$ cat config.mk
export PLATFORM = sky130hd
export DESIGN_NAME = tcp_rx_fifo
export DESIGN_NICKNAME = d
export VERILOG_FILES = /design/src/rtl/tcp_rx_fifo.sv
export SDC_FILE = /design/constraint.sdc
export NUM_CORES = 1
export LEC_CHECK = 0
export BUFFER_PORTS_ARGS = -buffer_cell sky130_fd_sc_hd__buf_2
export CAP_MARGIN = 40
export CORE_MARGIN = 2
export CORE_UTILIZATION = 33
export CTS_CLUSTER_DIAMETER = 150
export DETAILED_ROUTE_END_ITERATION = 8
export GPL_TIMING_DRIVEN = 1
export HOLD_SLACK_MARGIN = 0.1
export PLACE_DENSITY = 0.49
export SLEW_MARGIN = 0
export SYNTH_ARGS = -nofsm -noshare
export SYNTH_HDL_FRONTEND = slang
export SYNTH_SLANG_ARGS = --single-unit
export TNS_END_PERCENT = 50
$ cat constraint.sdc
create_clock -name clk -period 3.02 [get_ports clk]
set_input_delay 0.604 -clock clk [delete_from_list [all_inputs] [get_ports clk]]
set_output_delay 0.604 -clock clk [all_outputs]
set_load 0.05 [all_outputs]
$ cat src/rtl/tcp_rx_fifo.sv
`default_nettype none
// +--------------------------------------------------------------------------+
// | tcp_rx_fifo : single-clock byte FIFO with synchronous flush and count    |
// | Revision    : 1.0                                                        |
// +--------------------------------------------------------------------------+
module tcp_rx_fifo #(
    parameter int AW = 4
) (
    input  logic          clk,
    input  logic          rst_n,
    input  logic          i_flush,
    input  logic          i_push,
    input  logic [7:0]    i_data,
    input  logic          i_pop,
    output logic [7:0]    o_data,
    output logic          o_full,
    output logic          o_empty,
    output logic [AW:0]   o_count
);

    logic [7:0]    r_mem [2**AW];
    logic [AW-1:0] r_wr_ptr;
    logic [AW-1:0] r_rd_ptr;
    logic [AW:0]   r_count;
    logic          w_push_ok;
    logic          w_pop_ok;

    // Count never exceeds the depth, so its MSB alone marks "full".
    assign o_full    = r_count[AW];
    assign o_empty   = (r_count == '0);
    assign o_count   = r_count;
    assign o_data    = r_mem[r_rd_ptr];

    assign w_pop_ok  = i_pop && !o_empty && !i_flush;
    assign w_push_ok = i_push && (!o_full || w_pop_ok) && !i_flush;

    always_ff @(posedge clk or negedge rst_n) begin
        if (!rst_n) begin
            r_wr_ptr <= '0;
            r_rd_ptr <= '0;
            r_count  <= '0;
        end else if (i_flush) begin
            r_wr_ptr <= '0;
            r_rd_ptr <= '0;
            r_count  <= '0;
        end else begin
            if (w_push_ok) r_wr_ptr <= r_wr_ptr + 1'b1;
            if (w_pop_ok)  r_rd_ptr <= r_rd_ptr + 1'b1;
            case ({w_push_ok, w_pop_ok})
                2'b10:   r_count <= r_count + 1'b1;
                2'b01:   r_count <= r_count - 1'b1;
                default: r_count <= r_count;
            endcase
        end
    end

    always_ff @(posedge clk) begin
        if (w_push_ok) r_mem[r_wr_ptr] <= i_data;
    end

endmodule
`default_nettype wire

==> results.md, run 1 <==
- Critical path required time: about 2.4 ns
- Register share of total power: just over 40%
- CP Launch Type: flop
- Row count: between 40 and 50
- Maximum clock rate: about 0.35 GHz
- CP Max Fanout: 27
- I/O pins: 28
- Skew-Pair Late Insertion Delay: ~0.42 ns
- Simple-gate portion of the synthesized area: 4.26%
- Post-DR vias/cell: 4.99
- Synth warnings: 0
- TNS Setup: 0 ns
- Fillers: about 1600
- Synth Area per Inst: 16.9 um^2
- Mapped Area: 0.00585 mm^2
- H-tree depth: 4
- Critical Path Slowest Stage Cell: mux4_2
- Post-CTS setup buffers: 0
- Cell Int Power: between 3 and 4 mW
- Final ANT Viol Nets: 0
- Design Power: 5.54 mW
- Final Hold Fails: 0
- # port buffers: 27
- Clock power share: 34.5%
- Clk root buf: clkbuf_16
- Largest net degree at the start of global routing: 28
- Crit-path max cell delay: a little under 0.6 ns
- First-pass GRT wire length: 19400 um
- Die Y: approximately 140 um
- CP Capture Type: output pin
- Initial antenna violation count: 0
- Routability cong.: 0.763
- PwrDens: just under 800 mW/mm^2
- CP arrival: roughly 2.3 ns
- Routed WL per cell: 20.0 um
- Max_cap viols: 0
- Chip width: between 100 and 150 um
- Clock slew at reported path FFs: roughly 0.06 ns
- Synth Area in Adders: around 2.1%
- Final non-filler cell area: roughly 0.0070 mm^2
- Grt total ovfl: 0
- Leak Pwr: 2.41 nW
- DIE AREA: 0.0188 mm^2
- Fin nets: roughly 430
- DR vias: ~3200
- Critical path type: flop to output pin
- Final wirelength: 12800 um
- Hpwl dp: 8520 um
- Number of remaining DRC errors: 0
- Pins over their slew limit: 0
- Synthesized Nets: ~370
- Worst slew pin tran: 0.614 ns
- Register area share after synthesis: approximately 71%
- Core ar.: 0.0173 mm^2
- DRT iter0 DRCs: between 200 and 250
- Multiplexer share of the synthesized area: between 10 and 15%
- FF-to-FF setup slack: 0.38 ns
- Crit path time final: 2.89 ns
- Clock Sinks: roughly 140
- Cells after Synth: ~350
- RSZ-0062 raised after global routing: no
- #FFs+latches synth: 141
- Total global-route track usage: 14.7%
- Compound-cell area share of the yosys netlist: 6.76%
- Period utilisation layout: 95.7%
- DR pass1 iterations: 4
- Net Sw Frac: 30.8%
- Worst rel slew slack: a little under 60%
- Outcome: finished clean
- Initial Util: between 30% and 40%
- Hold Crit Class: primary input to flop
- Sequence of cells on the critical path: buf_12, mux4_2, a22oi_1, nand2_1, buf_2
- Worst clock skew: between 0.005 and 0.006 ns
- Most common cell after layout, fill and taps aside: edfxtp_1
- Synth cell types: 40
- CTS tree: yes
- Antenna cells: 0
- Largest family of logic cells by synthesized area: multiplexers
- Layout area overhead: 19.4%
- Num CTS Buffers: 17
- CTS max path bufs: 2
- Share of post-route cells with drive strength above 1: a little over a quarter
- Final setup viols: 0
- Logic gate share of total power: about a quarter
- Most frequent cells in the layout: edfxtp_1 (128), mux2i_1 (34), nor2_1 (31)
- Switching pwr: roughly 1.7 mW
- Placed inst area: ~0.0064 mm^2
- Vias in the first global route: 3232
- VDD IR max: around 420 uV
- Synth Area in XOR/XNOR: approximately 1.0%
==> power groups by stage <==
stage / combinational, mW / sequential (mW) / clock [mW]
after floorplan: 0.935 / 2.36 / 0
after global placement: 1.38 / 2.30 / 0
after detailed placement: 1.38 / 2.30 / 0
after CTS: 1.38 / 2.26 / 1.95
after global routing: 1.46 / 2.27 / 2.04
final: 1.37 / 2.26 / 1.91
==> per-stage QoR <==
stage / hold slack (ns) / setup slack [ns] / util, % / instances
floorplan: 0.308 / 0.377 / - / 347
global placement: 0.524 / 0.505 / 37.2 / 610
detailed placement: 0.521 / 0.412 / 37.2 / 610
CTS: 0.559 / 0.114 / 40.4 / 643
global route: 0.585 / 0.00400 / 40.4 / 643
finish: 0.576 / 0.130 / 40.4 / 643
==> cell families after synthesis <==
family / count (synthesis)
flip-flops: 141
multiplexers: 53
XOR/XNOR: 7
buffers and inverters: 28
AO/OA/AOI/OAI: 52
AND/OR/NAND/NOR: 57
adder cells (fa/ha/maj): 9
==> state kept, by name, indices dropped and copies added, names as in the netlist <==
| signal | flops |
|---|---|
| r_mem | 128 |
| o_count | 5 |
| r_rd_ptr | 4 |
| r_wr_ptr | 4 |
==> synth_stat cells, drive strengths merged <==
library cell    n  area share, %
o41ai           1           0.15
a21oi           5           0.43
dfrtp          13            5.6
mux4           16            6.2
mux2i          34            5.8
edfxtp        128             66
nor2           31            2.0
a31oi           1           0.11
and2            1           0.11
a211oi          1           0.13
nand3           1          0.085
buf            11           0.98
nor3            2           0.17
xor2            4           0.60
o31ai           1           0.13
xnor2           3           0.45
a22oi           8            1.0
a2bb2oi         1           0.26
o211ai          2           0.26
o2111ai         1           0.15
nand3b          1           0.13
mux2            3           0.58
nand2          13           0.83
o21ai          12            1.3
or4             1           0.19
a211o           1           0.15
nor2b           4           0.43
or3             2           0.21
clkbuf          7           0.45
nand2b          1           0.11
clkinv          1          0.064
fa              1           0.34
a221oi         16            2.4
ha              8            1.7
a21o            1           0.15
o2bb2ai         1           0.15
inv             9           0.58
==> path summary, 6_finish.rpt <==
path,start,to,cells past startpoint
worst max register to register,o_count[1]$_DFFE_PN0P_,o_count[3]$_DFFE_PN0P_,9
worst min-delay path,i_data[1],r_mem[2][1]$_DFFE_PP_,1
max in group asynchronous,rst_n,r_rd_ptr[0]$_DFFE_PN0P_,2
worst max-delay path,r_rd_ptr[0]$_DFFE_PN0P_,o_data[3],5
worst min register to register,o_count[2]$_DFFE_PN0P_,o_count[2]$_DFFE_PN0P_,1
min in group asynchronous,rst_n,o_count[2]$_DFFE_PN0P_,2
==> per-layer routing <==
layer | vias to the layer above | global-route usage, % | share of wire, %
met5 | - | 0 | 0
met4 | 0 | 5.33 | 1.5
met3 | 15 | 3.48 | 3.1
met2 | 62 | 22.4 | 47
met1 | 1648 | 20.6 | 48
li1 | 1484 | - | -
==> worst max-delay path, delay by kind of cell, from the launching register on <==
family	cells	cell delay [ns]
AOI/OAI and AO/OA	1	0.22
buffers and inverters	2	0.49
muxes	1	0.58
and+or+nand+nor	1	0.09
DFF	1	0.48
==> repair_timing <==
action / in CTS / in global routing
resized for setup: 0 / 1
setup endpoints to repair: 0 / 1
hold buffers: 1 / 0
hold endpoints to repair: 13 / 0
==> layout make-up <==
class / count / area [um^2] / area share (%)
Inverter: 10 / 37.5 / 0.537
Clock inverter: 14 / 118 / 1.68
Clock buffer: 18 / 429 / 6.14
Timing Repair Buffer: 57 / 388 / 5.55
Tap cell: 225 / 282 / 4.03
Sequential cell: 141 / 4170 / 59.7
Multi-Input combinational cell: 178 / 1560 / 22.4
No activity file was read; power rests on OpenSTA's default activity.
==> run 2, diff against run 1 <==
--- a/config.mk
+++ b/config.mk
@@ -14,6 +14,7 @@
 export GPL_TIMING_DRIVEN = 1
 export HOLD_SLACK_MARGIN = 0.1
 export PLACE_DENSITY = 0.49
+export RECOVER_POWER = 25
 export SLEW_MARGIN = 0
 export SYNTH_ARGS = -nofsm -noshare
 export SYNTH_HDL_FRONTEND = slang
==> results.md, run 2 (synthesized netlist as in run 1, its figures left out) <==
- Outcome: finished clean (unchanged)
- Cell Int Power: 3.83 mW (about the same)
- Worst Hold Depth: 2 (was 1)
- Post-DR vias/cell: 4.99 (about the same)
- Critical path type: flop to output pin (unchanged)
- DIE AREA: 0.0188 mm^2 (unchanged)
- Fillers: 1592 (was 1586)
- Sequence of cells on the critical path: buf_12, mux4_2, a22oi_1, nand2_1, buf_2 (unchanged)
- Worst rel slew slack: 50.3% (was 58.5%)
- Placed inst area: 0.00643 mm^2 (unchanged)
- Die Y: 137 um (unchanged)
- Largest register FFs: 128 (unchanged)
- Routed WL per cell: 20.0 um (about the same)
- Logic gate share of total power: 24.7% (about the same)
- Critical path required time: 2.42 ns (about the same)
- VDD IR max: 417 uV (about the same)
- Crit path depth: 5 (unchanged)
- CP Max Fanout: 27 (unchanged)
- Crit path time final: 2.89 ns (about the same)
- CTS max path bufs: 2 (unchanged)
- DR pass1 iterations: 4 (unchanged)
- First-pass GRT wire length: 19400 um (unchanged)
- Final setup viols: 0 (unchanged)
- Period utilisation layout: 95.7% (about the same)
- Most flops, register: r_mem (unchanged)
- Max_cap viols: 0 (unchanged)
- CP Launch Type: flop (unchanged)
- PwrDens: 794 mW/mm^2 (was 793 mW/mm^2)
- Clk root buf: clkbuf_16 (unchanged)
- Skew-Pair Late Insertion Delay: 0.42 ns (about the same)
- CTS tree: yes (unchanged)
- Final wirelength: 12800 um (about the same)
- CP arrival: 2.29 ns (about the same)
- Clock slew at reported path FFs: 0.06 ns (about the same)
- Layout area overhead: 19.3% (was 19.4%)
- DRT iter0 DRCs: 233 (unchanged)
- Initial antenna violation count: 0 (unchanged)
- Register share of total power: 40.8% (about the same)
- Maximum clock rate: 0.346 GHz (about the same)
- Final non-filler cell area: 0.00698 mm^2 (was 0.00699 mm^2)
- Vias in the first global route: 3232 (unchanged)
- Share of post-route cells with drive strength above 1: 24.4% (was 26.1%)
- Area of the multi-input gates: 0.00156 mm^2 (unchanged)
- Most frequent cells in the layout: edfxtp_1 (128), mux2i_1 (34), nor2_1 (31) (unchanged)
- Crit-path max cell delay: 0.58 ns (about the same)
- Leak Pwr: 2.39 nW (was 2.41 nW)
- Bufs and invs on worst path: 2 (unchanged)
- Critical Path Slowest Stage Cell: mux4_2 (unchanged)
- Core ar.: 0.0173 mm^2 (unchanged)
- Largest delay contributor family on the critical path: multiplexers (unchanged)
- Antenna cells: 0 (unchanged)
- Final Hold Fails: 0 (unchanged)
- Clock power share: 34.5% (about the same)
- CP Capture Type: output pin (unchanged)
- I/O pins: 28 (unchanged)
- Worst slew pin tran: 0.745 ns (was 0.614 ns)
- Net Sw Frac: 30.8% (about the same)
- Routability cong.: 0.763 (unchanged)
- Hold Crit Class: primary input to flop (unchanged)
- Final ANT Viol Nets: 0 (unchanged)
- Most common cell after layout, fill and taps aside: edfxtp_1 (unchanged)
- H-tree depth: 4 (unchanged)
- RSZ-0062 raised after global routing: no (unchanged)
- Worst clock skew: 0.00564 ns (about the same)
- Number of remaining DRC errors: 0 (unchanged)
- Chip width: 137 um (unchanged)
- Clock Sinks: 141 (unchanged)
- Grt total ovfl: 0 (unchanged)
- Num CTS Buffers: 17 (unchanged)
- Hpwl dp: 8520 um (unchanged)
- Pins over their slew limit: 0 (unchanged)
- Seq. cell area: 0.00417 mm^2 (unchanged)
- Total global-route track usage: 14.7% (unchanged)
- Worst Reg-to-Reg Cells: 9 (unchanged)
- # port buffers: 27 (unchanged)
- DR vias: 3206 (was 3209)
- Largest net degree at the start of global routing: 28 (unchanged)
- Row count: 48 (unchanged)
- Switching pwr: 1.71 mW (about the same)
- Initial Util: 33.8% (unchanged)
- Fin nets: 427 (unchanged)
- TNS Setup: 0 ns (unchanged)
## run 2: cell types whose count changed in the layout (fill, tap and decap cells not counted), sizes merged
cell	previous run	this run
buf	56	49
clkbuf	18	25
## run 2: what timing repair did
action                                 in CTS  in global routing
resized for setup                           0                  1
endpoints found under the hold margin      13                  0
setup endpoints to repair                   0                  1
hold buffers                                1                  0
buffers inserted                            0                  0
## run 2: worst paths after layout
kind / from / to / slack [ns]
max in group asynchronous: rst_n / r_rd_ptr[0]$_DFFE_PN0P_ / 2.15
min: i_flush / r_rd_ptr[3]$_DFFE_PN0P_ / 0.59
max: r_rd_ptr[0]$_DFFE_PN0P_ / o_data[3] / 0.13
min reg2reg: o_count[2]$_DFFE_PN0P_ / o_count[2]$_DFFE_PN0P_ / 0.62
min in group asynchronous: rst_n / o_count[2]$_DFFE_PN0P_ / 0.61
max reg2reg: o_count[1]$_DFFE_PN0P_ / o_count[3]$_DFFE_PN0P_ / 0.38
## run 2: worst reg2reg max path: stages, from the launching register on
cell     delay [ns]
dfrtp_1        0.44
or4_4          0.61
o21ai_4        0.25
or3_1          0.18
inv_1          0.08
ha_1           0.27
a21o_2         0.21
a21oi_1        0.19
xor2_1         0.10
o31ai_1        0.21
## run 2: stage by stage
step | hold WS, ns | utilization [%] | worst slack (ns) | cells | power [mW]
6_report | 0.586 | 40.3 | 0.130 | 643 | 5.54
5_1_grt | 0.587 | 40.3 | 0.00400 | 643 | 5.77
4_1_cts | 0.559 | 40.4 | 0.114 | 643 | 5.60
3_5_place_dp | 0.521 | 37.2 | 0.412 | 610 | 3.68
3_3_place_gp | 0.524 | 37.2 | 0.505 | 610 | 3.67
2_1_floorplan | 0.308 | - | 0.377 | 347 | 3.29
## run 2: layer usage
layer  track usage, %  routed length, um  vias up  part of all wire (%)
li1                 -                  -     1484                     -
met1             20.6               6160     1648                    48
met2             22.4               6090       59                    47
met3             3.48                393       15                   3.1
met4             5.33                194        0                   1.5
met5                0                  0        -                     0
## run 2: power by group through the flow
stage / clock (mW) / sequential (mW) / combinational (mW)
3_5_place_dp: 0 / 2.30 / 1.38
6_report: 1.91 / 2.26 / 1.37
4_1_cts: 1.95 / 2.26 / 1.38
3_3_place_gp: 0 / 2.30 / 1.38
5_1_grt: 2.04 / 2.27 / 1.46
2_1_floorplan: 0 / 2.36 / 0.935
## run 2: cell type report
type | instances | share of cell area, %
clock buffer | 18 | 6.15
clock inverter | 14 | 1.69
inverter | 10 | 0.538
multi-input combinational | 178 | 22.4
sequential | 141 | 59.8
tap | 225 | 4.03
timing repair buffer | 57 | 5.43
==> run 3, diff against run 2 <==
--- a/config.mk
+++ b/config.mk
@@ -13,7 +13,7 @@
 export DETAILED_ROUTE_END_ITERATION = 8
 export GPL_TIMING_DRIVEN = 1
 export HOLD_SLACK_MARGIN = 0.1
-export PLACE_DENSITY = 0.49
+export MAX_ROUTING_LAYER = met4
 export RECOVER_POWER = 25
 export SLEW_MARGIN = 0
 export SYNTH_ARGS = -nofsm -noshare
==> constraint.sdc (replaced) <==
create_clock -name clk -period 3.02 [get_ports clk]
set_input_delay 0.604 -clock clk [delete_from_list [all_inputs] [get_ports clk]]
set_output_delay 0.604 -clock clk [all_outputs]
set_load 0.005 [all_outputs]
==> results.md, run 3 (synthesized netlist as in run 1, its figures left out) <==
- Outcome: finished clean (unchanged)
- Final Hold Fails: 0 (unchanged)
- Fin nets: 422 (was 427)
- CP startpoint: r_rd_ptr[1]$_DFFE_PN0P_ (was r_rd_ptr[0]$_DFFE_PN0P_)
- Initial antenna violation count: 0 (unchanged)
- Placed inst area: 0.00638 mm^2 (was 0.00643 mm^2)
- Chip width: 137 um (unchanged)
- Crit path depth: 7 (was 5)
- Design Power: 5.40 mW (was 5.54 mW)
- Fillers: 1576 (was 1592)
- VDD IR max: 333 uV (was 417 uV)
- DR vias: 3209 (was 3206)
- Largest net degree at the start of global routing: 19 (was 28)
- Routability cong.: 0.791 (was 0.763)
- Finished Layout Cells: 638 (was 643)
- Number of remaining DRC errors: 0 (unchanged)
- Worst slack, placed: 0.401 ns (was 0.412 ns)
- Largest delay contributor family on the critical path: compound AO/OA/AOI/OAI gates (was multiplexers)
- CTS max path bufs: 2 (unchanged)
- RSZ-0062 raised after global routing: yes (was no)
- Leak Pwr: 2.40 nW (was 2.39 nW)
- Critical path type: flop to output pin (unchanged)
- Period utilisation layout: 96.2% (was 95.7%)
- CP Max Fanout: 17 (was 27)
- Max_cap viols: 0 (unchanged)
- CP Capture Type: output pin (unchanged)
- Sequence of cells on the critical path: buf_4, nor2b_1, buf_4, a221oi_1, o21ai_0, nand2_1, buf_2 (was buf_12, mux4_2, a22oi_1, nand2_1, buf_2)
- Most common cell after layout, fill and taps aside: edfxtp_1 (unchanged)
- Placed instance count: 605 (was 610)
- FF-to-FF setup slack: 0.37 ns (was 0.38 ns)
- Most used cell, CP: buf_4
- I/O pins: 28 (unchanged)
- Worst slew pin tran: 0.671 ns (was 0.745 ns)
- CP Launch Type: flop (unchanged)
- Clk root buf: clkbuf_16 (unchanged)
- DR pass1 iterations: 4 (unchanged)
- Final non-filler cell area: 0.00703 mm^2 (was 0.00698 mm^2)
- CTS tree: yes (unchanged)
- Share of post-route cells with drive strength above 1: 25.2% (was 24.4%)
- Reg2reg end: o_count[4]$_DFFE_PN0P_ (was o_count[3]$_DFFE_PN0P_)
- Critical path required time: 2.42 ns (about the same)
- Reg2reg start: o_count[1]$_DFFE_PN0P_ (unchanged)
- Most flops, register: r_mem (unchanged)
- Worst Setup EP: o_data[1] (was o_data[3])
- Worst clock skew: 0.00608 ns (was 0.00564 ns)
- Worst Reg-to-Reg Cells: 9 (unchanged)
- Row count: 48 (unchanged)
- Bufs and invs on worst path: 3 (was 2)
- CP arrival: 2.30 ns (was 2.29 ns)
- Crit path time final: 2.91 ns (was 2.89 ns)
- Final ANT Viol Nets: 0 (unchanged)
- Skew-Pair Late Insertion Delay: 0.41 ns (was 0.42 ns)
- DIE AREA: 0.0188 mm^2 (unchanged)
- Hold Crit Class: primary input to flop (unchanged)
- Num CTS Buffers: 17 (unchanged)
- Worst rel slew slack: 55.3% (was 50.3%)
- Most frequent cells in the layout: edfxtp_1 (128), mux2i_1 (34), nor2_1 (31) (unchanged)
- TNS Setup: 0 ns (unchanged)
- Layout area overhead: 20.1% (was 19.3%)
- PwrDens: 768 mW/mm^2 (was 794 mW/mm^2)
- Initial Util: 33.8% (unchanged)
- Final setup viols: 0 (unchanged)
- First-pass GRT wire length: 18500 um (was 19400 um)
- Core ar.: 0.0173 mm^2 (unchanged)
- Grt total ovfl: 0 (unchanged)
- Antenna cells: 0 (unchanged)
- Final wirelength: 11900 um (was 12800 um)
- Clock slew at reported path FFs: 0.06 ns (about the same)
- # port buffers: 27 (unchanged)
- Die Y: 137 um (unchanged)
- DRT iter0 DRCs: 206 (was 233)
- Largest register FFs: 128 (unchanged)
- Post-route setup slack: 0.114 ns (was 0.130 ns)
- H-tree depth: 4 (unchanged)
- Maximum clock rate: 0.344 GHz (was 0.346 GHz)
- Total global-route track usage: 14.0% (was 14.7%)
- Post-DR vias/cell: 5.03 (was 4.99)
- Clock Sinks: 141 (unchanged)
- Pins over their slew limit: 0 (unchanged)
- Crit-path max cell delay: 0.52 ns (was 0.58 ns)
- Hpwl dp: 7750 um (was 8520 um)
- Vias in the first global route: 3227 (was 3232)
- Routed WL per cell: 18.6 um (was 20.0 um)
- Critical Path Slowest Stage Cell: a221oi_1 (was mux4_2)
## run 3: cell count changes in the layout (fill, tap and decap cells not counted), sizes merged
cell and change:
clkinv -6, inv +5, buf -3, clkbuf -3, bufinv +1, clkinvlp +1
## run 3: routing by layer
| metal | routed length, um | track usage [%] | share of wire [%] |
|---|---|---|---|
| met5 | 0 | - | 0 |
| met4 | 266 | 6.41 | 2.2 |
| met3 | 408 | 3.11 | 3.4 |
| met2 | 5900 | 21.9 | 50 |
| met1 | 5300 | 17.5 | 45 |
## run 3: worst min-delay path by stage
stage	start	end	slack (ns)	cells after the start
finish	i_flush	r_rd_ptr[3]$_DFFE_PN0P_	0.51	2
global route	i_flush	r_rd_ptr[2]$_DFFE_PN0P_	0.51	2
CTS	i_flush	r_rd_ptr[3]$_DFFE_PN0P_	0.49	2
detailed placement	rst_n	r_wr_ptr[1]$_DFFE_PN0P_	0.53	1
global placement	rst_n	o_count[0]$_DFFE_PN0P_	0.53	1
floorplan	rst_n	o_count[0]$_DFFE_PN0P_	0.31	0
## run 3: report_power, final
group / internal (mW) / total, mW / switching (mW) / leakage (nW)
clock network: 1.26 / 2.13 / 0.870 / 0.298
logic: 0.488 / 0.984 / 0.495 / 0.777
registers: 2.19 / 2.28 / 0.0897 / 1.33
## run 3: stage by stage
stage / hold slack (ns) / utilization, %
2_1_floorplan: 0.308 / -
3_3_place_gp: 0.529 / 36.9
3_5_place_dp: 0.532 / 36.9
4_1_cts: 0.495 / 40.5
5_1_grt: 0.512 / 40.6
6_report: 0.507 / 40.6
## run 3: layout make-up
class | instances | area [um^2] | share of cell area [%]
timing repair buffer | 52 | 332 | 4.72
tap | 225 | 282 | 4.01
multi-input combinational | 178 | 1580 | 22.5
clock buffer | 17 | 425 | 6.05
clock inverter | 15 | 196 | 2.80
inverter | 10 | 41.3 | 0.588
sequential | 141 | 4170 | 59.4
## run 3: what timing repair did
action                                  4_1_cts  5_1_grt
endpoints found under the hold margin        12        0
hold buffers                                  1        0
endpoints found under the setup margin        0        4
setup buffers                                 0        0
resized for setup                             0        5
